**config.mk**
```make
export PLATFORM = sky130hd
export DESIGN_NAME = gate_arbiter
export DESIGN_NICKNAME = d
export VERILOG_FILES = /design/src/rtl/gate_arbiter.sv
export SDC_FILE = /design/constraint.sdc
export NUM_CORES = 1
export LEC_CHECK = 0
export CAP_MARGIN = 25
export CORE_UTILIZATION = 51
export CTS_CLUSTER_SIZE = 25
export DETAILED_ROUTE_END_ITERATION = 12
export PLACE_DENSITY_LB_ADDON = 0.2
export SETUP_SLACK_MARGIN = 0.15
export SYNTH_ARGS = -nofsm -noshare
export SYNTH_HDL_FRONTEND = slang
export SYNTH_SLANG_ARGS = --single-unit
```
**constraint.sdc**
```tcl
create_clock -name clock -period 2.25 [get_ports clock]
set_input_delay 0.45 -clock clock [delete_from_list [all_inputs] [get_ports clock]]
set_output_delay 0.45 -clock clock [all_outputs]
set_load 0.01 [all_outputs]
```
**src/rtl/gate_arbiter.sv**
```systemverilog
// gate_arbiter
//   Round-robin arbiter for one shared, clock-gated resource. The gate is
//   woken on demand, handed to one requester at a time with a bounded hold,
//   and shut down again after a run of request-free idle cycles.
//
// Ports
//   clock   : sole clock, rising edge
//   reset   : synchronous, active-low
//   req     : [N-1:0] level requests, bit i high while requester i wants the gate
//   done    : [N-1:0] single-cycle release, only the current owner's bit counts
//   gnt     : [N-1:0] registered one-hot grant, zero when nobody owns the gate
//   gate_en : registered enable to the gated resource
//   owner   : registered index of the current or most recent owner
//   busy    : registered, high while in GRANT
//
// state | meaning
// ------+-------------------------------------------------------------
// OFF   | gate disabled, waiting for any request
// WAKE  | gate enabled for one settling cycle before first use
// GRANT | resource owned by 'owner', hold counter running
// IDLE  | gate enabled, no owner; re-arbitrate or count towards OFF

module gate_arbiter #(
  parameter int N        = 4,
  parameter int HOLD     = 8,
  parameter int IDLE_OFF = 3
) (
  input  logic                 clock,
  input  logic                 reset,
  input  logic [N-1:0]         req,
  input  logic [N-1:0]         done,
  output logic [N-1:0]         gnt,
  output logic                 gate_en,
  output logic [$clog2(N)-1:0] owner,
  output logic                 busy
);

  localparam int          OW     = $clog2(N);
  localparam logic [7:0]  HOLD_L = 8'(HOLD);
  localparam logic [3:0]  IDLE_L = 4'(IDLE_OFF);

  typedef enum logic [1:0] {
    OFF   = 2'd0,
    WAKE  = 2'd1,
    GRANT = 2'd2,
    IDLE  = 2'd3
  } state_t;

  state_t        state, state_nxt;
  logic [OW-1:0] owner_nxt;
  logic [7:0]    hold_cnt, hold_nxt;
  logic [3:0]    idle_cnt, idle_nxt;
  logic [OW-1:0] winner;
  logic [7:0]    hold_inc;
  logic [3:0]    idle_inc;
  logic          any_req;
  logic          grant_end;

  // Search from owner+1 upward; walking the offsets downward lets the
  // nearest requesting index overwrite any farther one.
  function automatic logic [OW-1:0] rr_pick(input logic [N-1:0] r,
                                            input logic [OW-1:0] last);
    logic [OW-1:0] pick;
    int            idx;
    pick = last;
    for (int i = N; i >= 1; i--) begin
      idx = (int'(last) + i) % N;
      if (r[idx]) pick = OW'(idx);
    end
    return pick;
  endfunction

  assign any_req  = |req;
  assign winner   = rr_pick(req, owner);
  assign hold_inc = (hold_cnt == 8'hFF) ? hold_cnt : hold_cnt + 8'd1;
  assign idle_inc = (idle_cnt == 4'hF)  ? idle_cnt : idle_cnt + 4'd1;
  assign grant_end = done[owner] || !req[owner] || (hold_cnt >= HOLD_L);

  always_comb begin
    state_nxt = state;
    owner_nxt = owner;
    hold_nxt  = hold_cnt;
    idle_nxt  = idle_cnt;
    case (state)
      OFF: begin
        hold_nxt = 8'd0;
        idle_nxt = 4'd0;
        if (any_req) state_nxt = WAKE;
      end
      WAKE: begin
        idle_nxt = 4'd0;
        if (any_req) begin
          state_nxt = GRANT;
          owner_nxt = winner;
          hold_nxt  = 8'd1;
        end else begin
          state_nxt = IDLE;
        end
      end
      GRANT: begin
        if (grant_end) begin
          state_nxt = IDLE;
          idle_nxt  = 4'd0;
        end else begin
          hold_nxt = hold_inc;
        end
      end
      IDLE: begin
        if (any_req) begin
          state_nxt = GRANT;
          owner_nxt = winner;
          hold_nxt  = 8'd1;
          idle_nxt  = 4'd0;
        end else begin
          idle_nxt = idle_inc;
          if (idle_inc >= IDLE_L) state_nxt = OFF;
        end
      end
      default: state_nxt = OFF;
    endcase
  end

  // Outputs are registered from the next-state decode so they change on
  // the same edge as the state itself; reset overrides everything, which
  // drops an active grant without passing through IDLE.
  always_ff @(posedge clock) begin
    if (!reset) begin
      state    <= OFF;
      owner    <= OW'(N - 1);
      hold_cnt <= 8'd0;
      idle_cnt <= 4'd0;
      gnt      <= '0;
      gate_en  <= 1'b0;
      busy     <= 1'b0;
    end else begin
      state    <= state_nxt;
      owner    <= owner_nxt;
      hold_cnt <= hold_nxt;
      idle_cnt <= idle_nxt;
      gnt      <= (state_nxt == GRANT) ? (N'(1) << owner_nxt) : '0;
      gate_en  <= (state_nxt != OFF);
      busy     <= (state_nxt == GRANT);
    end
  end

endmodule
```
# Word level (Yosys, flattened, before mapping)
# Index checks and enable logic that the tools add are counted.
[classes]
addsub = 6
n_shift = 1
eq_ne = 10
bitwise = 4
reduce_logical = 14
mux = 36
order_cmp = 7
[ops]
columns = ["op", "n"]
rows = [
  ["8-bit 2-to-1 mux", 3],
  ["8-bit one-hot mux with 3 select lines", 1],
  ["2-bit 2-to-1 mux", 10],
  ["3-bit by 4-bit less-than comparator with 1-bit output, second input constant", 4],
  ["1-bit binary-select mux with 2-bit select", 6],
  ["4-bit 2-to-1 mux", 3],
  ["4-bit one-hot mux with 3 select lines", 1],
  ["2-bit OR reduction", 6],
  ["1-bit 2-to-1 mux", 11],
  ["8-bit by 1-bit adder with 8-bit output, second input constant", 1],
  ["8-bit == test, second input constant", 1],
  ["8-bit by 4-bit >= comparator with 1-bit output, second input constant", 1],
  ["2-bit one-hot mux with 4 select lines", 1],
  ["2-bit == test, second input constant", 3],
  ["2-bit inequality test, second input constant", 3],
  ["2-bit by 1-bit adder with 2-bit output, second input constant", 2],
  ["2-bit adder, second input constant", 2],
  ["4-bit by 1-bit adder with 4-bit output, second input constant", 1],
  ["1-bit AND, first input constant", 4],
  ["4-bit == test, second input constant", 1],
  ["4-bit by 2-bit >= comparator with 1-bit output, second input constant", 1],
  ["4-bit OR reduction", 1],
  ["1-bit by 2-bit << shifter with 4-bit output, first input constant", 1],
  ["2-bit by 3-bit less-than comparator with 1-bit output, second input constant", 1],
  ["8 further kinds", 9],
]
[word_totals]
ff_bits = 22
inputBits = 10
wordCells = 85
out_inout_bits = 8

# Depth between registers and ports, before layout
[depth]
word_depth = 13
depth_mapped = 6
depth_no_buf = 6

# Least setup slack after synthesis
# OpenSTA, ideal clock, no wires.
[synth_path]
path_type = "register to register"
from = "reg idle_cnt[0]"
to = "reg state[0]"
setup_ns = 0.060
slack_ns = 0.553
period_less_slack_ns = 1.697
arrival_time_ns = 1.637
n_path_buf = 0
stages_incl_launch_ff = 7
required_ns = 2.190
cell_sequence = "dfxtp_1 -> ha_1 -> a21bo_1 -> a2111oi_2 -> nand2_1 -> a22oi_1 -> o221a_1"
[synth_between]
elab_chain_len = 6
word_cells_on_any_way = 7
cone_classes = "add/sub (1); order compare (1); eq/ne (1); mux (4)"
[synth_rtl]
columns = ["item", "line", "rtl"]
rows = [
  ["start: declaration", "52", "logic [3:0] idle_cnt, idle_nxt;"],
  ["start signal: assignment", "139", "idle_cnt <= idle_nxt;"],
  ["4-bit by 1-bit adder with 4-bit output / 4-bit == test (equally long branches)", "76", "assign idle_inc = (idle_cnt == 4'hF) ? idle_cnt : idle_cnt + 4'd1;"],
  ["4-bit 2-to-1 mux *", "76", ""],
  ["4-bit by 2-bit >= comparator with 1-bit output *", "116", "if (idle_inc >= IDLE_L) state_nxt = OFF;"],
  ["2-bit 2-to-1 mux *", "116", ""],
  ["2-bit 2-to-1 mux *", "109", "if (any_req) begin"],
  ["2-bit one-hot mux with 4 select lines *", "84", "case (state)"],
  ["end signal: assignment", "136", "state <= state_nxt;"],
  ["end: declaration", "49", "state_t state, state_nxt;"],
]
# Every way passes the cells marked *; elsewhere a longest branch is shown, timed or not.
# A chain may end at the register's enable or synchronous reset.

# Worst setup path after layout
# Same ends and word-level chain as after synthesis.

==> out/metrics.cfg <==
[final_layout]
multi_input_area_sq_um=652
fill_cells=157
final_cell_mix=dfxtp_1, clkdlybuf4s50_1, nand2_1, a21oi_1, buf_4
final_nets=167
mostFrequentLayoutCell=dfxtp_1
syn2layout_area_growth_pct=28.3
fin_cells=180
num_antenna_cells=0
drive_gt1_frac=0.131
regArea_sq_um=440

[sta]
fin_crit_ps=1890
fmax_ghz=0.529
finalCritPeriodShare=0.840
hold_ws_ps=504
rsz0062_at_grt=false
setup_viol=0
clock_skew_ps=6.40
final_hold_viol_count=0
drv_slew=0
slew_headroom=0.761
worst_slew_pin_slew_ps=357
tns_ps=0

[worst_setup_path]
critPathLaunchType=register
critPathKind=register to register
path_max_fanout=7
required_ps=2510
cp-end-kind=register
arrival_ps=2150

[floorplan]
core_area_sq_um=2000
die_area_sq_um=2380
ioPinCount=18
initial_core_util=0.557
die_h_um=48.8
die_w_um=48.8
fp-row-count=16

[placement]
placed_cells=176
io_buffers=17
place_hpwl_mm=1.67
place_congestion=0.794

[global_routing]
grt_pass1_wl_mm=3.81
grt_pass1_vias=915
grt_max_degree=13
gr-max-usage-layer=met2
use_met2=0.347
grt_use_met3=0.0409
met1_usage=0.236
grt_overflow=0
antenna_found_initial=0
grt_use_total=0.207

[clock_tree]
clock_path_buffers=2
numCtsBuffers=3
cts_num_sinks=22
cts_tree=done
cts_root_buf=clkbuf_4
htree_levels=1
clk_latency_ps=310
cts.clk_slew.worst_paths_ps=120

[logic_synthesis]
syn_nets=137
ys.flop_type=dfxtp_1
avgSynthCellArea_sq_um=8.99
ys_async_sr_fraction=0
ys_types=38
ys_seq_area_frac=0.395
synth-edff-count=0
synthCells=124
synth_seq_cells=22
syn-cell-area_sq_um=1110
ys_warn_count=0

[power_and_ir_drop]
finalPower_uw=831
irDropWorstVdd_uv=343
power.density_nw_per_um2=581
p_leak_nw=0.527

[drt]
drcViolationCount=0
drtAntennaViolNets=0
routed_wl_mm=2.14
vias=991
drt_iter0_drc=10
post_drt_wl_per_cell_um=11.9
viasPerCell=5.51
drtPass1Iterations=4

[flow_run]
drv_cap=0

[run_status]
status=finished, final reports clean

[worst_hold_path]
worstHoldPathType=register to register

## cell usage after synthesis, drive strengths merged, types with 2 or more instances
library cell	n	share of area
a211oi	2	0.013
a21bo	3	0.027
a21oi	11	0.049
and2	4	0.022
and3	2	0.011
dfxtp	22	0.40
ha	3	0.034
inv	7	0.024
nand2	11	0.037
nand2b	3	0.017
nand3	4	0.018
nand3b	2	0.013
nand4	3	0.030
nor2	4	0.013
nor2b	8	0.045
nor3	3	0.018
nor3b	5	0.044
o21ai	9	0.040
or2	2	0.011
or3	3	0.017
## cell type report
class,instances,share of cell area
clock buffer,4,0.0254
tap,27,0.0236
inverter,8,0.0210
multi-input combinational,93,0.456
sequential,22,0.308
timing repair buffer,26,0.166
## layer usage
layer  wire [um]  up-vias  share of wire
li1            -      507              -
met3          49        7          0.023
met5           0        -              0
met2        1020       16           0.48
met4          72        0          0.034
met1        1000      461           0.47
## power breakdown
| group | switching (mW) | leakage [nW] | total [mW] | internal, mW |
|---|---|---|---|---|
| Combinational | 0.0817 | 0.326 | 0.178 | 0.0966 |
| Sequential | 0.0236 | 0.179 | 0.435 | 0.411 |
| Clock | 0.118 | 0.0210 | 0.217 | 0.0990 |
| Total | 0.224 | 0.527 | 0.831 | 0.607 |
## path summary, 6_finish.rpt
| check | from | end | slack, ps | cells after the start |
|---|---|---|---|---|
| setup / recovery | idle_cnt[0] | state[0] | 360 | 6 |
| hold / removal | hold_cnt[4] | hold_cnt[4] | 500 | 1 |
| hold reg to reg | hold_cnt[4] | hold_cnt[4] | 500 | 1 |
| setup reg to reg | idle_cnt[0] | state[0] | 360 | 6 |
## flip-flops by register name (all words and copies together), names as in the netlist
signal    cells
busy          1
gate_en       1
gnt           4
hold_cnt      8
idle_cnt      4
owner         2
state         2
## kinds of logic (layout without fill, tap and decap cells)
family,count (synthesis),count (layout),share of synthesized area
compound gates,33,33,0.208
fa+ha+maj,3,3,0.0337
buf+inv,9,38,0.0314
flops,22,22,0.395
mux,2,2,0.0292
simple gates,55,55,0.303
## metrics by stage
stage	utilization	area, sq um	setup slack [ps]
4_1_cts	0.708	1420	260
5_1_grt	0.714	1430	235
2_1_floorplan	-	1110	553
6_report	0.714	1430	361
3_3_place_gp	0.690	1380	84.0
3_5_place_dp	0.690	1380	44.6
## worst max-delay path: stages (launching register included)
cell and delay [ps]:
dfxtp_1 450, ha_1 290, a21bo_1 260, a2111oi_4 400
nand2_1 90, a22oi_1 150, o221a_1 200
## repair_timing
| action | 4_1_cts | 5_1_grt |
|---|---|---|
| buffers inserted | 0 | 0 |
| hold buffers | 0 | 0 |
| setup endpoints to repair | 0 | 1 |
| resized for setup | 0 | 1 |
Note: power is estimated with default switching activity, not from simulation.
